**src/rtl/branch_trace_gen.sv**
```systemverilog
// Branch-outcome record generator: emits {pc, taken} records over valid/ready
// in one of four patterns (always-taken, loop, alternate, LFSR-random).
module branch_trace_gen #(
  parameter int unsigned PC_W      = 8,
  parameter int unsigned LOOP_W    = 8,
  parameter int unsigned CNT_W     = 16,
  parameter logic [15:0] LFSR_SEED = 16'hACE1
) (
  input  logic              clk,
  input  logic              reset_n,
  input  logic              start,
  input  logic [1:0]        mode,
  input  logic [PC_W-1:0]   base_pc,
  input  logic [LOOP_W-1:0] loop_len,
  input  logic [CNT_W-1:0]  num_branches,
  input  logic              out_ready,
  output logic              out_valid,
  output logic [PC_W-1:0]   out_pc,
  output logic              out_taken,
  output logic              busy,
  output logic              done,
  output logic [CNT_W-1:0]  taken_count
);

  localparam logic [1:0] S_IDLE = 2'd0;
  localparam logic [1:0] S_RUN  = 2'd1;
  localparam logic [1:0] S_DONE = 2'd2;

  localparam logic [1:0] M_ALWAYS    = 2'd0;
  localparam logic [1:0] M_LOOP      = 2'd1;
  localparam logic [1:0] M_ALTERNATE = 2'd2;
  localparam logic [1:0] M_RANDOM    = 2'd3;

  logic [1:0]        state;
  logic [1:0]        mode_q;
  logic [PC_W-1:0]   base_q;
  logic [LOOP_W-1:0] loop_last_q;
  logic [CNT_W-1:0]  num_last_q;
  logic [CNT_W-1:0]  idx_q;
  logic [LOOP_W-1:0] loop_cnt_q;
  logic [15:0]       lfsr_q;

  logic              xfer;
  logic              rec_taken;
  logic [PC_W-1:0]   rec_pc;
  logic [PC_W-1:0]   pc_offset;
  logic [15:0]       lfsr_next;

  assign out_valid = (state == S_RUN);
  assign busy      = (state == S_RUN);
  assign done      = (state == S_DONE);
  assign xfer      = out_valid & out_ready;

  assign pc_offset = PC_W'(idx_q[1:0]);
  assign lfsr_next = {lfsr_q[14:0], lfsr_q[15] ^ lfsr_q[13] ^ lfsr_q[12] ^ lfsr_q[10]};

  // NOTE: every output of always_comb gets a default first so no path can infer a latch.
  always_comb begin
    rec_pc    = base_q;
    rec_taken = 1'b1;
    case (mode_q)
      M_ALWAYS:    rec_taken = 1'b1;
      M_LOOP:      rec_taken = (loop_cnt_q != loop_last_q);
      M_ALTERNATE: begin
        rec_pc    = base_q + pc_offset;
        rec_taken = ~idx_q[0];
      end
      M_RANDOM:    begin
        rec_pc    = base_q + pc_offset;
        rec_taken = lfsr_q[0];
      end
      default:     rec_taken = 1'b1;
    endcase
  end

  // Record fields are forced to zero outside RUN; inside RUN they depend only on
  // registers, so they hold steady for as long as the consumer stalls.
  assign out_pc    = out_valid ? rec_pc : '0;
  assign out_taken = out_valid & rec_taken;

  // NOTE: state uses non-blocking assignments under an asynchronous active-low reset,
  // so every register updates together at the edge and a reset aborts a run at once.
  always_ff @(posedge clk or negedge reset_n) begin
    if (!reset_n) begin
      state       <= S_IDLE;
      mode_q      <= M_ALWAYS;
      base_q      <= '0;
      loop_last_q <= '0;
      num_last_q  <= '0;
      idx_q       <= '0;
      loop_cnt_q  <= '0;
      lfsr_q      <= LFSR_SEED;
      taken_count <= '0;
    end else begin
      case (state)
        S_IDLE: begin
          if (start) begin
            mode_q      <= mode;
            base_q      <= base_pc;
            // Store L-1 with L = max(loop_len, 1) so the compare needs no clamp later.
            loop_last_q <= (loop_len == '0) ? '0 : loop_len - LOOP_W'(1);
            num_last_q  <= num_branches - CNT_W'(1);
            idx_q       <= '0;
            loop_cnt_q  <= '0;
            lfsr_q      <= LFSR_SEED;
            taken_count <= '0;
            state       <= (num_branches == '0) ? S_DONE : S_RUN;
          end
        end
        S_RUN: begin
          if (xfer) begin
            taken_count <= taken_count + CNT_W'(out_taken);
            idx_q       <= idx_q + CNT_W'(1);
            loop_cnt_q  <= (loop_cnt_q == loop_last_q) ? '0 : loop_cnt_q + LOOP_W'(1);
            lfsr_q      <= lfsr_next;
            if (idx_q == num_last_q) begin
              state <= S_DONE;
            end
          end
        end
        S_DONE:  state <= S_IDLE;
        default: state <= S_IDLE;
      endcase
    end
  end

endmodule

```
**config.mk**
```make
export PLATFORM = sky130hd
export DESIGN_NAME = branch_trace_gen
export DESIGN_NICKNAME = d
export VERILOG_FILES = /design/src/rtl/branch_trace_gen.sv
export SDC_FILE = /design/constraint.sdc
export NUM_CORES = 1
export LEC_CHECK = 0
export ABC_AREA = 0
export BUFFER_PORTS_ARGS = -buffer_cell sky130_fd_sc_hd__buf_2
export CORE_ASPECT_RATIO = 0.9
export CORE_MARGIN = 4
export CORE_UTILIZATION = 50
export CTS_CLUSTER_DIAMETER = 50
export DETAILED_ROUTE_END_ITERATION = 10
export GPL_TIMING_DRIVEN = 0
export PLACE_DENSITY = 0.74
export SYNTH_ARGS = -nofsm -noshare
export SYNTH_HDL_FRONTEND = slang
export SYNTH_SLANG_ARGS = --single-unit
```
**constraint.sdc**
```tcl
create_clock -name clk -period 2.2 [get_ports clk]
set_clock_uncertainty 0.05 [all_clocks]
set_input_delay 0.11 -clock clk [delete_from_list [all_inputs] [get_ports clk]]
set_output_delay 0.11 -clock clk [all_outputs]
set_load 0.1 [all_outputs]
```
# After elaboration in Yosys (flattened, before gate mapping)
# Cells that the tools add are included.
# Widths: inputs -> output; s select.
[classes]
add_sub_neg = 6
multipliers = 0
n_div = 0
order_cmp = 0
eq_ne = 11
shifts = 0
muxes = 21
bitwise = 6
reduce_logical = 9
[op_table]
columns = ["operator", "n"]
rows = [
  ["$pmux 16 s2", 3],
  ["$mux 16", 5],
  ["$mux 8", 6],
  ["$add 16x1->16", 1],
  ["$add 16x1->16 const B", 1],
  ["$eq 16x16->1", 1],
  ["$logic_not 16->1", 1],
  ["$pmux 8 s2", 1],
  ["$sub 16x1->16 const B", 1],
  ["$add 8x1->8 const B", 1],
  ["$add 8x2->8", 1],
  ["$eq 8x8->1", 1],
  ["$logic_not 8->1", 1],
  ["$mux 2", 4],
  ["$ne 8x8->1", 1],
  ["$sub 8x1->8 const B", 1],
  ["$eq 2x2->1 const B", 3],
  ["$reduce_and 3->1", 2],
  ["$eq 2x1->1 const B", 2],
  ["$logic_not 2->1", 2],
  ["$ne 2x1->1 const B", 2],
  ["$pmux 1 s4", 1],
  ["$pmux 2 s2", 1],
  ["$xor 1x1->1", 3],
  ["other kinds (6)", 7],
]
[word_totals]
register_bits = 92
latchBits = 0
ramBits = 0
romBits = 0
input_bits = 38
out_inout_bits = 28
wordCells = 62
n_memories = 0

# Logic depth before layout (Yosys ltp)
[logic_depth]
ltp_word = 6
ltp_mapped = 11
ltp_nobuf = 10

# Worst setup path after synthesis
# No wires, ideal clock.
[synth_timing]
kind = "register to register"
start = "register state[1]"
end = "register taken_count[10]"
setup_time_ns = 0.074
t_arrival_ns = 4.468
required_time_ns = 2.076
slack_ns = -2.391
path_stages_with_launch = 11
n_path_buf = 0
synth_period_minus_slack_ns = 4.591
path_cell_list = "dfrtp_1 nand2b_1 inv_1 o21ai_0 a31oi_1 ha_1 nand2_1 nor4b_4 nand4_1 xor2_1 nor2_1"
[synth_between]
elab_chain_cells = 5
word_cells_on_any_way = 11
classes_between = "add/sub (1); eq/ne (3); mux (2); bitwise (2); reduce/logical (3)"
[synth_lines]
columns = ["element", "line_no", "rtl"]
rows = [
  ["start, declared", "34", "logic [1:0] state;"],
  ["start signal, assigned", "107", "state <= (num_branches == '0) ? S_DONE : S_RUN;"],
  ["$eq 2x1->1", "-", ""],
  ["named net busy", "20", "output logic busy,"],
  ["$and 1x1->1", "79", "assign out_taken = out_valid & rec_taken;"],
  ["named net out_taken", "19", "output logic out_taken,"],
  ["$add 16x1->16", "112", "taken_count <= taken_count + CNT_W'(out_taken);"],
  ["$mux 16", "111", "if (xfer) begin"],
  ["$pmux 16 s2", "95", "case (state)"],
  ["end signal, assigned", "112", ""],
  ["end, declared", "22", "output logic [CNT_W-1:0] taken_count"],
]
# The timed path passes the listed nets, and every way through them passes these cells. The select of a mux whose other input is x is not followed.
# A chain may end at the register's enable or synchronous reset.

# Worst setup path in the final report
[layout_timing]
start = "register idx_q[0]"
end = "output out_pc[6]"
[layout_between]
elab_chain_cells = 3
[layout_lines]
columns = ["element", "line_no", "rtl"]
rows = [
  ["start, declared", "39", "logic [CNT_W-1:0] idx_q;"],
  ["start signal, assigned", "113", "idx_q <= idx_q + CNT_W'(1);"],
  ["$add 8x2->8", "65, 69", ""],
  ["$mux 8", "-", ""],
  ["$mux 8", "78", "assign out_pc = out_valid ? rec_pc : '0;"],
  ["end, declared", "18", "output logic [PC_W-1:0] out_pc,"],
]
# Every way passes these cells.

==> qor.yml <==
setup_path:
  r2r_end: "taken_count[5]$_DFFE_PN0P_"
  path_cells: "ha_4 -> inv_2 -> fa_2 -> nor2_4 -> nand4_1 -> xor2_2 -> nor2_4 -> buf_12"
  reg2reg_depth: 10
  crit_slowest_cell: "dfrtp_2"
  crit_family: "adder cells"
  rrSetupSlack_ns: -0.03
  path_buf_inv: 2
  cp.depth: 8
  worst-path-max-fanout: 2
  cp-start-kind: "flip-flop"
  regToRegStartpoint: "lfsr_q[0]$_DFFE_PN1P_"
  cp_common_cell: "nor2_4"
  path_class: "flip-flop to output pin"
  cp.required_ns: 2.04
  cp.arrival_ns: 2.08
  cpPeakStageDelay_ns: 0.41
  crit_path_end_kind: "output pin"
place:
  dp_hpwl_um: 7860
  place_ws_ns: -0.256
  finalWeightedCongestion: 0.809
  port_buffers: 65
  dpl.cell_count: 687
global_route:
  grt_pass1_wl_um: 18300
  grt_max_degree: 73
  grt_usage: 0.197
  grt-ovfl-total: 0
  grt_pass1_vias: 3871
  antenna_found_initial: 0
finish:
  area_growth_pct: 23.9
  multiInputGateArea_um2: 2560
  nets: 648
  seqCellArea_um2: 2320
  antenna_cells: 0
  drive_above_1_share: 0.267
  layoutNonFillerInstCount: 728
  num-fill-cells: 758
  fin_util: 0.649
detailed_routing:
  drt_iter0_drc: 216
  drtAntennaViolNets: 0
  route.detailed.drc: 0
  drt-vias-per-instance: 5.40
  wl_per_cell_um: 15.0
  drt-total-wl_um: 10900
  dr.pass1.iters: 4
  via_count: 3930
run_status:
  outcome: "finished, violations left"
  violations: "negative setup slack"
min_path:
  min_to: "num_last_q[13]$_DFFE_PN0P_"
  min_path_type: "input pin to flip-flop"
  hold_depth: 3
  min_from: "num_branches[13]"
sta:
  final-setup-viol-count: 3
  fmax_mhz: 447
  worst_pin_slew_ns: 0.541
  min_period_ns: 2.24
  hold_violations: 0
  slew-limit-headroom: 0.636
  timing.final.crit_share: 1.02
  setup_ws_ns: -0.0396
  rsz0062_at_grt: "yes"
  maxSlewViolCount: 0
cts:
  clock_sinks: 92
  cts_made_buffers: 9
  clkTransAtPathRegs_ns: 0.09
  worstSkewPairLatency_ns: 0.35
  clockBufferDepth: 2
  cts_tree: "built"
  htreeDepth: 3
  clock_tree.root_cell: "clkbuf_8"
synthesis:
  yosys-top-cells-count: "84 x dfrtp_1, 71 x nand2_1, 57 x nor2_1"
  yosysWarnings: 0
  syn_inst: 499
  synth_seq_cells: 92
  ys_types: 47
  netlist_area_um2: 4880
  syn_nets: 546
  synth_top_area_cell: "dfrtp_1"
  synth_seq_area_share: 0.473
  synth_top_area_frac: 0.430
  synthTopCellsByArea: "dfrtp_1 43%, xnor2_1 8.4%, xor2_1 5.7%"
  synth.most_common_cell: "dfrtp_1"
  avgSynthCellArea_um2: 9.79
  yosys_most_used_dff: "dfrtp_1"
  synth_edf_count: 0
  synthArstFlopShare: 1.00
floorplan:
  core_um2: 9330
  rows: 33
  io_pins: 66
  dieArea_um2: 11400
  start_util: 0.523
  die-height_um: 102
  dieWidth_um: 112
power_and_ir_drop:
  power_mw: 8.35
  p_per_area_nw_per_um2: 1380
  power.leakage_nw: 2.78
  peakVddDrop_uv: 1230
flow_run:
  maxCapViolations: 0
kinds of logic after synthesis:
family	Yosys count	share of synthesized area
adder cells (fa/ha/maj)	9	0.0246
buffers and inverters	31	0.0356
flip-flops	92	0.473
XOR/XNOR	79	0.142
AND/OR/NAND/NOR	216	0.222
AO/OA/AOI/OAI	66	0.0879
multiplexers	6	0.0149
state kept, by name (all words and copies together) (netlist names):
name         flops
mode_q           2
state            2
base_q           8
taken_count     16
loop_cnt_q       8
idx_q           16
lfsr_q          16
loop_last_q      8
num_last_q      16
routing by layer:
layer  part of all wire  track usage  wire length [µm]
met1               0.47        0.276              5110
met2               0.46        0.315              5080
met3              0.049       0.0251               537
met4              0.018       0.0823               200
met5                  0            0                 0
stage by stage:
stage	hold WS, ns	TNS (ns)	cell area [µm²]
3_5_place_dp	-0.0275	-2.26	5490
5_1_grt	0.0552	-1.69	6050
2_1_floorplan	-0.236	-10.64	4980
6_report	0.0191	-0.0737	6050
4_1_cts	0.00608	-0.0576	5940
3_3_place_gp	0.254	-1.62	5460
how the worst max path moves through the flow:
| stage | slack, ns | end | startpoint |
|---|---|---|---|
| 2_1_floorplan | -0.86 | taken_count[10]$_DFFE_PN0P_ | state[1]$_DFFE_PN0P_ |
| 3_3_place_gp | -0.18 | taken_count[5]$_DFFE_PN0P_ | loop_cnt_q[3]$_DFFE_PN0P_ |
| 3_5_place_dp | -0.26 | taken_count[6]$_DFFE_PN0P_ | loop_cnt_q[3]$_DFFE_PN0P_ |
| 4_1_cts | -0.06 | out_pc[6] | idx_q[0]$_DFFE_PN0P_ |
| 5_1_grt | -0.15 | taken_count[10]$_DFFE_PN0P_ | lfsr_q[0]$_DFFE_PN1P_ |
| 6_report | -0.04 | out_pc[6] | idx_q[0]$_DFFE_PN0P_ |
where the power goes:
group / switching (mW) / total, mW / internal (mW)
sequential: 0.587 / 2.92 / 2.33
clock: 0.570 / 1.10 / 0.534
combinational: 2.78 / 4.33 / 1.54
total: 3.94 / 8.35 / 4.41
cell type report:
| cell class | instances | area share |
|---|---|---|
| Clock inverter | 3 | 0.00310 |
| Inverter | 11 | 0.00744 |
| Clock buffer | 13 | 0.0296 |
| Multi-Input combinational cell | 376 | 0.422 |
| Timing Repair Buffer | 91 | 0.107 |
| Tap cell | 122 | 0.0252 |
| Sequential cell | 92 | 0.383 |
| Buffer | 20 | 0.0221 |
repair_timing:
action / in CTS / in global routing
hold buffers: 14 / 0
pin swaps: 6 / 10
gates resized for setup: 22 / 19
setup endpoints to repair: 22 / 18
hold endpoints to repair: 98 / 0
setup buffers: 6 / 5
placed cells by master (no fill, tap or decap), drive strengths merged, types with 3 or more instances in the layout:
| master | count |
|---|---|
| buf | 95 |
| dfrtp | 84 |
| nand2 | 71 |
| nor2 | 59 |
| xnor2 | 47 |
| o21ai | 33 |
| xor2 | 32 |
| nand4 | 21 |
| nand3 | 15 |
| clkbuf | 15 |
| dlygate4sd3 | 14 |
| and3 | 12 |
| a22o | 11 |
| inv | 10 |
| dfstp | 8 |
| nor3 | 8 |
| ha | 8 |
| o22a | 6 |
| mux2i | 6 |
| nor2b | 5 |
| nor4 | 5 |
| nor3b | 5 |
| a21o | 4 |
| o31ai | 4 |
| a21oi | 3 |
| and2 | 3 |
| or3 | 3 |
| and4 | 3 |
| clkinv | 3 |
worst reg2reg max path, stage by stage (launching register included):
cell	delay (ns)
dfstp_2	0.58
inv_2	0.03
mux2i_1	0.16
o21ai_2	0.09
a31oi_4	0.23
ha_2	0.23
nand4b_1	0.15
nor2_4	0.22
and3_4	0.22
xnor2_2	0.11
nor2_1	0.06
Note: power is estimated with default switching activity, not from simulation.
